`src/rtl/packet_pkg.sv`:
```
// rtl/packet_pkg.sv - packet type, timestamp width and injector FSM states
package packet_pkg;

  localparam int TS_W = 32;

  typedef struct packed {
    logic [3:0]      src;
    logic [3:0]      dst;
    logic [15:0]     payload;
    logic [TS_W-1:0] timestamp;
  } packet_t;

  typedef enum logic {
    IDLE = 1'b0,
    GAP  = 1'b1
  } inj_state_t;

endpackage

```
`src/rtl/sync_fifo.sv`:
```
// rtl/sync_fifo.sv - synchronous FIFO with first-word-fall-through head
module sync_fifo #(
  parameter type T     = logic [7:0],
  parameter int  DEPTH = 4
) (
  input  logic                       clk,
  input  logic                       rst,
  input  logic                       push,
  input  T                           push_data,
  input  logic                       pop,
  output T                           pop_data,
  output logic                       full,
  output logic                       empty,
  output logic [$clog2(DEPTH+1)-1:0] count
);

  localparam int PTR_W = $clog2(DEPTH);
  localparam int CNT_W = $clog2(DEPTH + 1);
  localparam logic [CNT_W-1:0] DEPTH_CNT = CNT_W'(DEPTH);

  T                 mem [DEPTH];
  logic [PTR_W-1:0] wr_ptr;
  logic [PTR_W-1:0] rd_ptr;
  logic             do_push;
  logic             do_pop;

  assign full     = (count == DEPTH_CNT);
  assign empty    = (count == '0);
  assign do_push  = push && !full;
  assign do_pop   = pop && !empty;
  assign pop_data = mem[rd_ptr];

  // Pointers and occupancy; reset discards everything queued.
  always_ff @(posedge clk or posedge rst) begin
    if (rst) begin
      wr_ptr <= '0;
      rd_ptr <= '0;
      count  <= '0;
    end else begin
      if (do_push) wr_ptr <= wr_ptr + 1'b1;
      if (do_pop)  rd_ptr <= rd_ptr + 1'b1;
      case ({do_push, do_pop})
        2'b10:   count <= count + 1'b1;
        2'b01:   count <= count - 1'b1;
        default: count <= count;
      endcase
    end
  end

  // Entry storage; contents are only meaningful behind valid pointers.
  always_ff @(posedge clk) begin
    if (do_push) mem[wr_ptr] <= push_data;
  end

endmodule

```
`src/rtl/wg_injector.sv`:
```
// rtl/wg_injector.sv - rate-limited, credit-gated packet launcher into the waveguide
module wg_injector
  import packet_pkg::*;
#(
  parameter int FIFO_DEPTH   = 4,
  parameter int MAX_INFLIGHT = 4,
  parameter int GAP_CYCLES   = 1
) (
  input  logic                              clk,
  input  logic                              rst,
  input  packet_t                           in_pkt,
  input  logic                              in_valid,
  output logic                              in_ready,
  output packet_t                           wg_data,
  output logic                              wg_valid,
  input  logic                              done_in,
  output logic [$clog2(MAX_INFLIGHT+1)-1:0] inflight,
  output logic                              credit_err
);

  localparam int CNT_W  = $clog2(MAX_INFLIGHT + 1);
  localparam int FCNT_W = $clog2(FIFO_DEPTH + 1);
  localparam int GAP_W  = (GAP_CYCLES < 2) ? 1 : $clog2(GAP_CYCLES + 1);
  localparam logic [CNT_W-1:0]  MAX_CNT  = CNT_W'(MAX_INFLIGHT);
  localparam logic [FCNT_W-1:0] FIFO_CAP = FCNT_W'(FIFO_DEPTH);
  localparam logic [GAP_W-1:0]  GAP_LOAD = GAP_W'(GAP_CYCLES);

  inj_state_t        state;
  inj_state_t        state_next;
  logic [GAP_W-1:0]  gap_cnt;
  logic [GAP_W-1:0]  gap_next;
  logic [TS_W-1:0]   cycle_cnt;
  logic [FCNT_W-1:0] fifo_count;
  logic              fifo_full;
  logic              fifo_empty;
  logic              push;
  logic              launch;
  logic              credit_ret;
  packet_t           head;

  // Readiness comes from occupancy alone, so a same-cycle pop never opens a full FIFO.
  assign in_ready   = (fifo_count < FIFO_CAP);
  assign push       = in_valid && in_ready && !fifo_full;
  assign credit_ret = done_in && (inflight != '0);

  sync_fifo #(
    .T     (packet_t),
    .DEPTH (FIFO_DEPTH)
  ) u_fifo (
    .clk       (clk),
    .rst       (rst),
    .push      (push),
    .push_data (in_pkt),
    .pop       (launch),
    .pop_data  (head),
    .full      (fifo_full),
    .empty     (fifo_empty),
    .count     (fifo_count)
  );

  // FSM state and gap counter registers.
  always_ff @(posedge clk or posedge rst) begin
    if (rst) begin
      state   <= IDLE;
      gap_cnt <= '0;
    end else begin
      state   <= state_next;
      gap_cnt <= gap_next;
    end
  end

  // Launch decision and IDLE/GAP sequencing.
  always_comb begin
    state_next = state;
    gap_next   = gap_cnt;
    launch     = 1'b0;
    case (state)
      IDLE: begin
        if (!fifo_empty && (inflight < MAX_CNT)) begin
          launch = 1'b1;
          if (GAP_CYCLES != 0) begin
            state_next = GAP;
            gap_next   = GAP_LOAD;
          end
        end
      end
      GAP: begin
        if (gap_cnt <= GAP_W'(1)) state_next = IDLE;
        else                      gap_next   = gap_cnt - 1'b1;
      end
      default: state_next = IDLE;
    endcase
  end

  // Free-running launch-time reference.
  always_ff @(posedge clk or posedge rst) begin
    if (rst) cycle_cnt <= '0;
    else     cycle_cnt <= cycle_cnt + 1'b1;
  end

  // Waveguide drive; the stamp is the counter value seen while wg_valid is high.
  always_ff @(posedge clk or posedge rst) begin
    if (rst) begin
      wg_valid <= 1'b0;
      wg_data  <= '0;
    end else begin
      wg_valid <= launch;
      if (launch) begin
        wg_data           <= head;
        wg_data.timestamp <= cycle_cnt + 1'b1;
      end
    end
  end

  // In-flight credits; a stray return is dropped and latched as an error.
  always_ff @(posedge clk or posedge rst) begin
    if (rst) begin
      inflight   <= '0;
      credit_err <= 1'b0;
    end else begin
      if (done_in && (inflight == '0)) credit_err <= 1'b1;
      if (launch && !credit_ret)      inflight <= inflight + 1'b1;
      else if (!launch && credit_ret) inflight <= inflight - 1'b1;
    end
  end

endmodule

```
`config.mk`:
```
export PLATFORM = sky130hd
export DESIGN_NAME = wg_injector
export DESIGN_NICKNAME = d
export VERILOG_FILES = /design/src/rtl/packet_pkg.sv /design/src/rtl/sync_fifo.sv /design/src/rtl/wg_injector.sv
export SDC_FILE = /design/constraint.sdc
export NUM_CORES = 1
export LEC_CHECK = 0
export ABC_AREA = 0
export CORE_UTILIZATION = 48
export CTS_BUF_LIST = sky130_fd_sc_hd__clkbuf_4 sky130_fd_sc_hd__clkbuf_8
export DETAILED_ROUTE_END_ITERATION = 10
export GPL_ROUTABILITY_DRIVEN = 0
export PLACE_DENSITY_LB_ADDON = 0.25
export SYNTH_ARGS = -nofsm -noshare
export SYNTH_HDL_FRONTEND = slang
export SYNTH_HIERARCHICAL = 1
export SYNTH_SLANG_ARGS = --single-unit
```
`constraint.sdc`:
```
create_clock -name clk -period 2.8 [get_ports clk]
set_input_delay 0.42 -clock clk [delete_from_list [all_inputs] [get_ports clk]]
set_output_delay 0.42 -clock clk [all_outputs]
set_load 0.01 [all_outputs]
```
Word level (Yosys, flattened, before mapping)
Memory sizes are Yosys's and may differ from the RTL's. A register that Yosys moved wholly into a read port is not among the register bits.
Index checks and enable logic that the tools add are counted.
Cells by class
  add/sub/neg operators: 8
  magnitude comparators: 3
  eq/ne operators: 5
  mux-type cells: 12
  bitwise logic cells: 1
  reductions and logical operators: 19
Operators with widths (count)
  adder 32 x 1 -> 32 bit, second input constant: 1
  logical AND 1 bit: 9
  2-to-1 mux 1 bit: 7
  adder 3 x 1 -> 3 bit, second input constant: 2
  zero test 3 bit: 2
  < comparator 3 bit, second input constant: 2
  2-to-1 mux 3 bit: 2
  one-hot mux 3 bit (2 select lines): 1
  subtractor 3 x 1 -> 3 bit, second input constant: 2
  adder 2 x 1 -> 2 bit, second input constant: 2
  zero test 1 bit: 4
  != test 2 bit, second input constant: 2
  one-hot mux 1 bit (2 select lines): 2
  nonzero test 2 bit: 2
  equality test 3 bit, second input constant: 1
  nonzero test 3 bit: 1
  equality test 2 x 1 -> 1 bit, second input constant: 1
  equality test 2 bit, second input constant: 1
  AND reduction 2 bit: 1
  <= comparator 1 bit, second input constant: 1
  NOT 1 bit: 1
  subtractor 1 bit, second input constant: 1
Storage, ports and cells
  bits in registers: 78
  memory bits (writable): 224
  input port bits: 60
  output and inout port bits: 62
  word-level logic and storage cells: 59
  memories kept: 1
Memories
  u_fifo.mem: depth 4, width 56, read ports 1, clocked after Yosys merged registers in 1, write ports 1, RTL line sync_fifo.sv:21  | T mem [DEPTH];

Longest topological paths before layout
Gate-level depths: netlist of run 1.
  word-level depth: 9
  mapped depth: 10
  mapped depth without buffers: 10

Hierarchy
Netlist of run 1, hierarchy kept.
Modules (own cells, without submodules)
  sync_fifo: instances 1, cells each 331, area an instance 8529.4 um^2, sequential area each 6901.6 um^2
  wg_injector: instances 1, cells each 271, area an instance 3777.4 um^2, sequential area each 2327.2 um^2

Worst setup path after synthesis of run 1
No wires, ideal clock.
  kind: reg-to-reg
  from: register u_fifo.count[2]
  to: memory u_fifo/mem[0][0] (netlist name), enable pin
  data arrival time: 2.356 ns
  slack: 0.025 ns
  cell stages (with the launch flop): 5
  period minus slack after synthesis: 2.775 ns
  path through: dfrtp_1 -> nor3b_1 -> nor3b_1 -> nor2b_2 -> and2_1
Between the ends
  word-level cells in the longest chain between the ends: 6
  elaborated cells on any way between the ends: 8
RTL lines
  from (decl): RTL line sync_fifo.sv:14  | output logic [$clog2(DEPTH+1)-1:0] count
  from (signal assigned): RTL line sync_fifo.sv:43  | 2'b10: count <= count + 1'b1;
  from (signal assigned): RTL line sync_fifo.sv:44  | 2'b01: count <= count - 1'b1;
  from (signal assigned): RTL line sync_fifo.sv:45  | default: count <= count;
  equality test 3 bit: RTL line sync_fifo.sv:27  | assign full = (count == DEPTH_CNT);
  via fifo_full: RTL line wg_injector.sv:34  | logic fifo_full;
  zero test 1 bit: RTL line wg_injector.sv:43  | assign push = in_valid && in_ready && !fifo_full;
  logical AND 1 bit: RTL line wg_injector.sv:43
  via push: RTL line wg_injector.sv:36  | logic push;
  logical AND 1 bit: RTL line sync_fifo.sv:29  | assign do_push = push && !full;
  2-to-1 mux 1 bit: RTL line sync_fifo.sv:52  | if (do_push) mem[wr_ptr] <= push_data;
  2-to-1 mux 1 bit (implied by the code): RTL line sync_fifo.sv:52
  to (decl): RTL line sync_fifo.sv:21
The timed path passes the listed nets, and every way through them passes these cells.

Worst setup path in the final report of run 1
  from: register u_fifo.count[2]
  to: register u_fifo.count[2]
Between the ends
  elaborated cells on any way between the ends: 18
RTL lines
  equality test 3 bit *: RTL line sync_fifo.sv:27
  via fifo_full: RTL line wg_injector.sv:34
  zero test 1 bit *: RTL line wg_injector.sv:43
  logical AND 1 bit *: RTL line wg_injector.sv:43
  via push: RTL line wg_injector.sv:36
  logical AND 1 bit *: RTL line sync_fifo.sv:29
  equality test 2 x 1 -> 1 bit or equality test 2 bit (tied branches): RTL line sync_fifo.sv:42  | case ({do_push, do_pop})
  one-hot mux 3 bit (2 select lines) or nonzero test 2 bit (tied branches)
Mark *: on every way through the listed nets, which the timed path passes. The rest lies on a longest branch.
A chain may end at the register's enable or synchronous reset.

==> reports/results.ini, run 1 <==
[sta]
fmax_mhz=439
tightest_slew_ps=785
hold_viol_final=0
rsz0062_at_grt=false
period_needed_ps=2280
tns_ps=0
relSlewSlack_pct=47.6
slew_viol_final=0
setup_viol=0
postLayoutSetupSlackWorst_ps=523
finalHoldWorstSlack_ps=288
skew_ps=10.3
fin_crit_sh_pct=81.3

[power_and_ir_drop]
p_leak_nw=3.59
ir_worst_vdd_mv=0.499
power_density_nw_per_um2=886
power.total_mw=8.23

[die]
start_util_pct=50.0
dieHeight_um=129
io-pin-count=122
dieArea_sq_um=16600
row_count=45
dieWidth_um=129
coreArea_sq_um=15400

[critical_path]
reg2reg_depth=10
required_ps=3200
critical_path.cell_chain=nor3b_1, nor3b_1, nor2b_2, inv_1, ha_1, inv_1, fa_1, xor2_1, nor2_1, xor2_1
cpMaxStageDelayCell=dfrtp_1
crit_fanout=7
cp-start-kind=flip-flop
worst_ep_arrival_time_ps=2680
end_kind=flip-flop
critPathMaxStageDelay_ps=460
crit_type=reg -> reg
rrSetupSlack_ps=520
reg2reg_to=u_fifo/count[2]
r2r-start=u_fifo/count[2]

[cells_and_area]
final_core_util_pct=60.2
layout-drive-gt1-share_pct=24.6
final_area_sq_um=9290
fin_cells=769
final_net_count=614
area_delta_synth_final_pct=20.4
diodes=0

[logic_synthesis]
syn_inst=438
yosys_warnings=6
synthesis.nets=507
netlist_area_sq_um=7720
avgSynthCellArea_sq_um=17.6

[flow_run]
maxCapViolCount=0

[detailed_routing]
routed_wl_mm=13.4
drt_iter0_drc=245
wl_per_cell_um=17.5
drtAntennaViolNets=0
drc_errors=0
vias_per_cell=5.20
first_pass_iters=4
vias=3999

[global_route]
grt_use_total_pct=18.2
grt_pass1_wl_mm=22.0
grt_overflow=0
grt_max_degree=59
antenna_found_initial=0
grt_pass1_vias=4314

[run_status]
outcome=completed

[placed_design]
place_hpwl_mm=9.19
dp.cells=737
dpl-instance-area_sq_um=8920
dp_slack_ps=388
io_buffers=89

[clock_network]
clk_pin_slew_ps=100
root_buffer=clkbuf_8
cts-resized-gates=0
insertion_delay_ps=480
cts_buffers=17
cts_hold_buf=0
clock_sinks=196
tritoncts=built
htreeDepth=4
cts_max_path_buffers=2
post-cts-setup-buffers=0

[worst_hold_path]
hold_path_class=in -> async

critical path: cells and delay by family, from the launching register on:
| family | cells | cell delay (ps) |
|---|---|---|
| XOR/XNOR | 2 | 310 |
| adder cells (fa/ha/maj) | 2 | 560 |
| buffers and inverters | 2 | 150 |
| flip-flops | 1 | 460 |
| AND/OR/NAND/NOR | 4 | 740 |
report_power, final:
group | internal [mW] | switching, mW | leakage (nW)
Sequential | 3.56 | 0.326 | 2.15
Combinational | 1.51 | 1.11 | 1.24
Clock | 0.691 | 1.03 | 0.193
how the worst max path moves through the flow:
stage	from	end
finish	u_fifo/count[2]	u_fifo/count[2]
global route	u_fifo/count[2]	u_fifo/count[2]
CTS	u_fifo/count[2]	u_fifo/count[2]
detailed placement	in_valid	u_fifo/count[2]
global placement	in_valid	u_fifo/count[2]
floorplan	u_fifo/count[0]	u_fifo/count[2]
sequential cells by signal, indices dropped and copies added, names as in the netlist:
register	flops
u_fifo/mem	96
wg_data	56
cycle_cnt	32
inflight	3
u_fifo/count	3
u_fifo/rd_ptr	2
u_fifo/wr_ptr	2
credit_err	1
state	1
layer usage:
metal | vias up | part of all wire (%) | global-route usage [%]
met5 | - | 0 | 0
met4 | 0 | 1.6 | 7.96
met3 | 16 | 4.2 | 4.28
met2 | 80 | 54 | 32.3
met1 | 2065 | 40 | 21.0
li1 | 1838 | - | -
cell usage in the layout, fill, tap and decap left out, types with 11 or more instances in the layout:
cell type / instances
clkbuf_8: 19
clkdlybuf4s50_1: 89
dfrtp_1: 99
edfxtp_1: 96
inv_1: 13
mux2_2: 57
mux4_2: 24
nand2_1: 16
nand3_1: 16
nand4_1: 12
nor2_1: 11
xnor2_1: 30
cell type report:
class                      instances  area [sq um]
sequential                       196          5390
multi-input combinational        213          2160
tap                              211           264
inverter                          14          56.3
timing repair buffer             103          1050
fill                            1215          6140
clock buffer                      19           262
clock inverter                    13           113
Note: power is estimated with default switching activity, not from simulation.
==> run 2: changes to the inputs <==
==> constraint.sdc (replaced) <==
create_clock -name clk -period 2 [get_ports clk]
set_input_delay 0.3 -clock clk [delete_from_list [all_inputs] [get_ports clk]]
set_output_delay 0.3 -clock clk [all_outputs]
set_load 0.01 [all_outputs]
==> reports/results.ini, run 2 (synthesis gave the netlist of run 1 again) <==
[detailed_routing]
vias_per_cell=5.03  ; -3.2%
routed_wl_mm=13.4  ; -0.15%
drc_errors=0  ; unchanged
drtAntennaViolNets=0  ; unchanged
wl_per_cell_um=16.9  ; -3.4%
vias=4001  ; +0.050%
drt_iter0_drc=181  ; -26%
first_pass_iters=4  ; unchanged

[sta]
setup_viol=0  ; unchanged
postLayoutSetupSlackWorst_ps=0.345  ; -523 ps
period_needed_ps=2000  ; -277 ps
skew_ps=7.95  ; -2.31 ps
fmax_mhz=500  ; +14%
hold_viol_final=0  ; unchanged
rsz0062_at_grt=true
finalHoldWorstSlack_ps=157  ; -131 ps
slew_viol_final=0  ; unchanged
fin_crit_sh_pct=100  ; +19 points
relSlewSlack_pct=65.9  ; +18 points
tightest_slew_ps=512  ; -274 ps

[run_status]
outcome=completed

[clock_network]
cts_max_path_buffers=2  ; unchanged
clock_sinks=196  ; unchanged
htreeDepth=4  ; unchanged
cts_buffers=17  ; unchanged
tritoncts=built
root_buffer=clkbuf_8
clk_pin_slew_ps=100  ; about the same
insertion_delay_ps=450  ; -30 ps

[critical_path]
rrSetupSlack_ps=0.3  ; -520 ps
end_kind=flip-flop
worst_ep_arrival_time_ps=2380  ; -300 ps
cp-start-kind=flip-flop
crit_type=reg -> reg
crit_fanout=3  ; -4
required_ps=2380  ; -820 ps

[cells_and_area]
biggestRegsByFlops=u_fifo/mem (96), wg_data (56), cycle_cnt (32)
largest_register_ffs=96  ; unchanged
final_common_cell=dfrtp_1
layout-drive-gt1-share_pct=29.8  ; +5.2 points
area_delta_synth_final_pct=23.5
final_net_count=640  ; +4.2%
layout_common_cells=98 x dfrtp_1, 96 x edfxtp_1, 88 x clkdlybuf4s50_1
final_area_sq_um=9530  ; +2.6%
top_register=u_fifo/mem
diodes=0  ; unchanged
final_core_util_pct=61.8  ; +1.6 points

[die]
coreArea_sq_um=15400  ; unchanged
io-pin-count=122  ; unchanged
dieWidth_um=129  ; unchanged
dieArea_sq_um=16600  ; unchanged
start_util_pct=50.0  ; unchanged
dieHeight_um=129  ; unchanged
row_count=45  ; unchanged

[flow_run]
maxCapViolCount=0  ; unchanged

[global_route]
antenna_found_initial=1  ; +1
grt_overflow=0  ; unchanged
grt_pass1_wl_mm=21.3  ; -3.2%
grt_max_degree=78  ; +32%
grt_use_total_pct=17.5  ; -0.69 points
grt_pass1_vias=4226  ; -2.0%

[power_and_ir_drop]
power_density_nw_per_um2=1240  ; +39%
p_leak_nw=3.73  ; +4.0%
ir_worst_vdd_mv=1.15  ; +130%
power.total_mw=11.8  ; +43%

[placed_design]
dpl-instance-area_sq_um=9120  ; +2.3%
dp_slack_ps=-151  ; -540 ps
io_buffers=89  ; unchanged
place_hpwl_mm=9.08  ; -1.2%

[worst_hold_path]
hold_path_class=in -> async

[run 2: changes by cell type in the layout (fill, tap and decap cells not counted), sizes merged]
cell / change
dlymetal6s2s: +1
clkbuf: -1
buf: +26
clkdlybuf4s50: -1
clkinv: +2
inv: -1
[run 2: worst paths after layout]
path | from | endpoint | cells after the start
max in group asynchronous | rst | wg_data[39] | 3
hold / removal | rst | u_fifo/rd_ptr[1] | 2
min in group clk | in_pkt[51] | u_fifo/mem[1][51] | 1
setup reg to reg | u_fifo/count[0] | u_fifo/count[2] | 9
setup / recovery | u_fifo/count[0] | u_fifo/count[2] | 9
hold reg to reg | cycle_cnt[31] | cycle_cnt[31] | 1
[run 2: layout make-up]
class                      count  area, sq um
inverter                      14         56.3
fill                        1181         5890
sequential                   196         5390
clock buffer                  18          241
timing repair buffer         129         1270
multi-input combinational    213         2190
clock inverter                14          121
tap                          211          264
[run 2: metrics by stage]
stage,cells,setup TNS (ps)
after CTS,793,0
after global placement,758,-83.1
after global routing,795,-267
after floorplan,438,-120
after detailed placement,758,-193
final,795,0
[run 2: repair_timing]
item                                    in CTS  in global routing
gates resized for setup                      1                  3
endpoints found under the setup margin       1                  8
cloned                                       0                  0
pin swaps                                    4                  1
buffers inserted                             3                  2
hold buffers                                 0                  0
[run 2: per-layer routing]
metal / part of all wire, % / GRT usage (%)
met1: 42 / 20.8
met2: 53 / 30.6
met3: 3.9 / 5.28
met4: 0.71 / 5.26
met5: 0.10 / 0
[run 2: where the power goes]
part | leakage (nW) | internal [mW] | switching, mW
clock network | 0.187 | 0.915 | 1.42
registers | 2.15 | 4.98 | 0.349
logic | 1.39 | 2.36 | 1.75
[run 2: critical path, stage by stage, from the launching register on]
cell     delay [ps]
dfrtp_1         420
buf_4           150
buf_4           130
o31a_1          310
ha_2            200
buf_4           130
buf_4           120
xor2_1          150
nor2_1          130
xor2_1          180
==> run 3: changes to the inputs <==
--- a/config.mk
+++ b/config.mk
@@ -10,7 +10,7 @@
 export CTS_BUF_LIST = sky130_fd_sc_hd__clkbuf_4 sky130_fd_sc_hd__clkbuf_8
 export DETAILED_ROUTE_END_ITERATION = 10
 export GPL_ROUTABILITY_DRIVEN = 0
-export PLACE_DENSITY_LB_ADDON = 0.25
+export PLACE_DENSITY = 0.72
 export SYNTH_ARGS = -nofsm -noshare
 export SYNTH_HDL_FRONTEND = slang
 export SYNTH_HIERARCHICAL = 1
==> reports/results.ini, run 3 (synthesis gave the netlist of run 1 again) <==
[critical_path]
cp-start-kind=flip-flop
crit_fanout=3  ; unchanged
critical_path.cell_chain=nor3_2, nor3_4, buf_4, ha_2, inv_1, fa_1, mux2_2
worst_ep_arrival_time_ps=2360  ; -20 ps
crit_type=reg -> reg
path_buf_inv=2  ; -2
cp_top_family=adder cells
critPathMaxStageDelay_ps=420  ; about the same
required_ps=2350  ; -30 ps
cpMaxStageDelayCell=dfrtp_1
end_kind=flip-flop

[placed_design]
place_hpwl_mm=9.32  ; +2.6%
io_buffers=89  ; unchanged
dpl-instance-area_sq_um=9160  ; +0.41%
dp_slack_ps=-104  ; +47.5 ps

[detailed_routing]
vias_per_cell=5.10  ; +1.3%
drt_iter0_drc=206  ; +14%
first_pass_iters=5  ; +1
vias=4059  ; +1.4%
routed_wl_mm=13.6  ; +1.6%
wl_per_cell_um=17.1  ; +1.5%
drc_errors=0  ; unchanged
drtAntennaViolNets=0  ; unchanged

[run_status]
outcome=finished, violations left
violations=setup timing

[die]
coreArea_sq_um=15400  ; unchanged
dieHeight_um=129  ; unchanged
start_util_pct=50.0  ; unchanged
dieArea_sq_um=16600  ; unchanged
io-pin-count=122  ; unchanged
dieWidth_um=129  ; unchanged
row_count=45  ; unchanged

[flow_run]
maxCapViolCount=0  ; unchanged

[cells_and_area]
largest_register_ffs=96  ; unchanged
final_area_sq_um=9620  ; +0.85%
final_common_cell=dfrtp_1
ff_latch_area_sq_um=5390  ; about the same
biggestRegsByFlops=u_fifo/mem (96), wg_data (56), cycle_cnt (32)
multi_input_area_sq_um=2200  ; +0.11%
layout_common_cells=97 x dfrtp_1, 96 x edfxtp_1, 89 x clkdlybuf4s50_1
fillers=1140  ; -3.5%
top_register=u_fifo/mem
area_delta_synth_final_pct=24.6
final_net_count=640  ; unchanged
final_core_util_pct=62.3  ; +0.53 points
layout-drive-gt1-share_pct=30.1  ; +0.34 points

[worst_hold_path]
hold_path_class=in -> async

[global_route]
grt_pass1_wl_mm=22.3  ; +4.7%
grt_pass1_vias=4408  ; +4.3%
antenna_found_initial=1  ; unchanged
grt_overflow=0  ; unchanged
grt_max_degree=77  ; -1.3%
grt_use_total_pct=18.1  ; +0.61 points

[clock_network]
clk_pin_slew_ps=90  ; about the same
tritoncts=built
htreeDepth=4  ; unchanged
insertion_delay_ps=460  ; about the same
root_buffer=clkbuf_8
clock_sinks=196  ; unchanged
cts_buffers=17  ; unchanged
cts_max_path_buffers=2  ; unchanged

[sta]
period_needed_ps=2010  ; +7.79 ps
setup_viol=1  ; +1
fmax_mhz=498  ; -0.39%
relSlewSlack_pct=60.3  ; -5.6 points
tightest_slew_ps=596  ; +84.0 ps
fin_crit_sh_pct=100  ; +0.39 points
slew_viol_final=0  ; unchanged
hold_viol_final=0  ; unchanged
postLayoutSetupSlackWorst_ps=-7.44  ; -7.79 ps
skew_ps=12.4  ; +4.48 ps
rsz0062_at_grt=true

[power_and_ir_drop]
ir_worst_vdd_mv=0.878  ; -24%
p_leak_nw=3.74  ; +0.14%
power_density_nw_per_um2=1250  ; +1.0%

-- run 3: changes by cell type in the layout (fill, tap and decap cells not counted), moves of 2 or more --
cell	previous run	this run
clkinvlp_4	2	4
buf_4	34	31
bufinv_16	0	2
clkinv_4	5	2
buf_12	6	9
inv_8	3	1
-- run 3: final cells by class --
class	count	area share (%)
repair buffers	129	13.6
clock inverters	13	1.54
multi-input cells	213	22.8
diodes	1	0.0260
inverters	14	0.586
clock buffers	19	2.65
flip-flops and latches	196	56.0
well taps	211	2.75
-- run 3: report_power, final --
| part | total (mW) | leakage, nW | internal (mW) | switching [mW] |
|---|---|---|---|---|
| Clock | 2.56 | 0.198 | 1.18 | 1.38 |
| Combinational | 4.10 | 1.39 | 2.36 | 1.74 |
| Sequential | 5.34 | 2.15 | 4.99 | 0.355 |
-- run 3: repair_timing --
action | CTS | global route
pin swaps | 2 | 4
resized for setup | 2 | 3
setup endpoints to repair | 1 | 8
setup buffers | 2 | 3
hold endpoints to repair | 0 | 0
hold buffers | 0 | 0
-- run 3: stage by stage --
stage               total power, mW  setup TNS (ps)  hold WS, ps  instances
floorplan                      7.98            -120          103        438
global placement               9.38           -67.2          438        758
detailed placement             9.51            -120          472        758
CTS                            12.1               0          124        792
global route                   12.6            -365          149        795
finish                         12.0           -7.44          153        796
-- run 3: routing by layer --
layer / part of all wire (%) / GRT usage, %
met5: 0 / 0
met1: 42 / 22.2
met4: 1.0 / 5.12
met2: 52 / 30.8
met3: 4.5 / 5.74
-- run 3: path summary, 6_finish.rpt --
kind | cells past startpoint | startpoint | slack, ps | end
setup reg to reg | 7 | u_fifo/count[0] | -7 | inflight[1]
hold reg to reg | 1 | credit_err | 480 | credit_err
hold / removal | 2 | rst | 150 | u_fifo/count[2]
setup / recovery | 7 | u_fifo/count[0] | -7 | inflight[1]
max in group asynchronous | 3 | rst | 1350 | wg_data[30]
min in group clk | 2 | done_in | 460 | credit_err
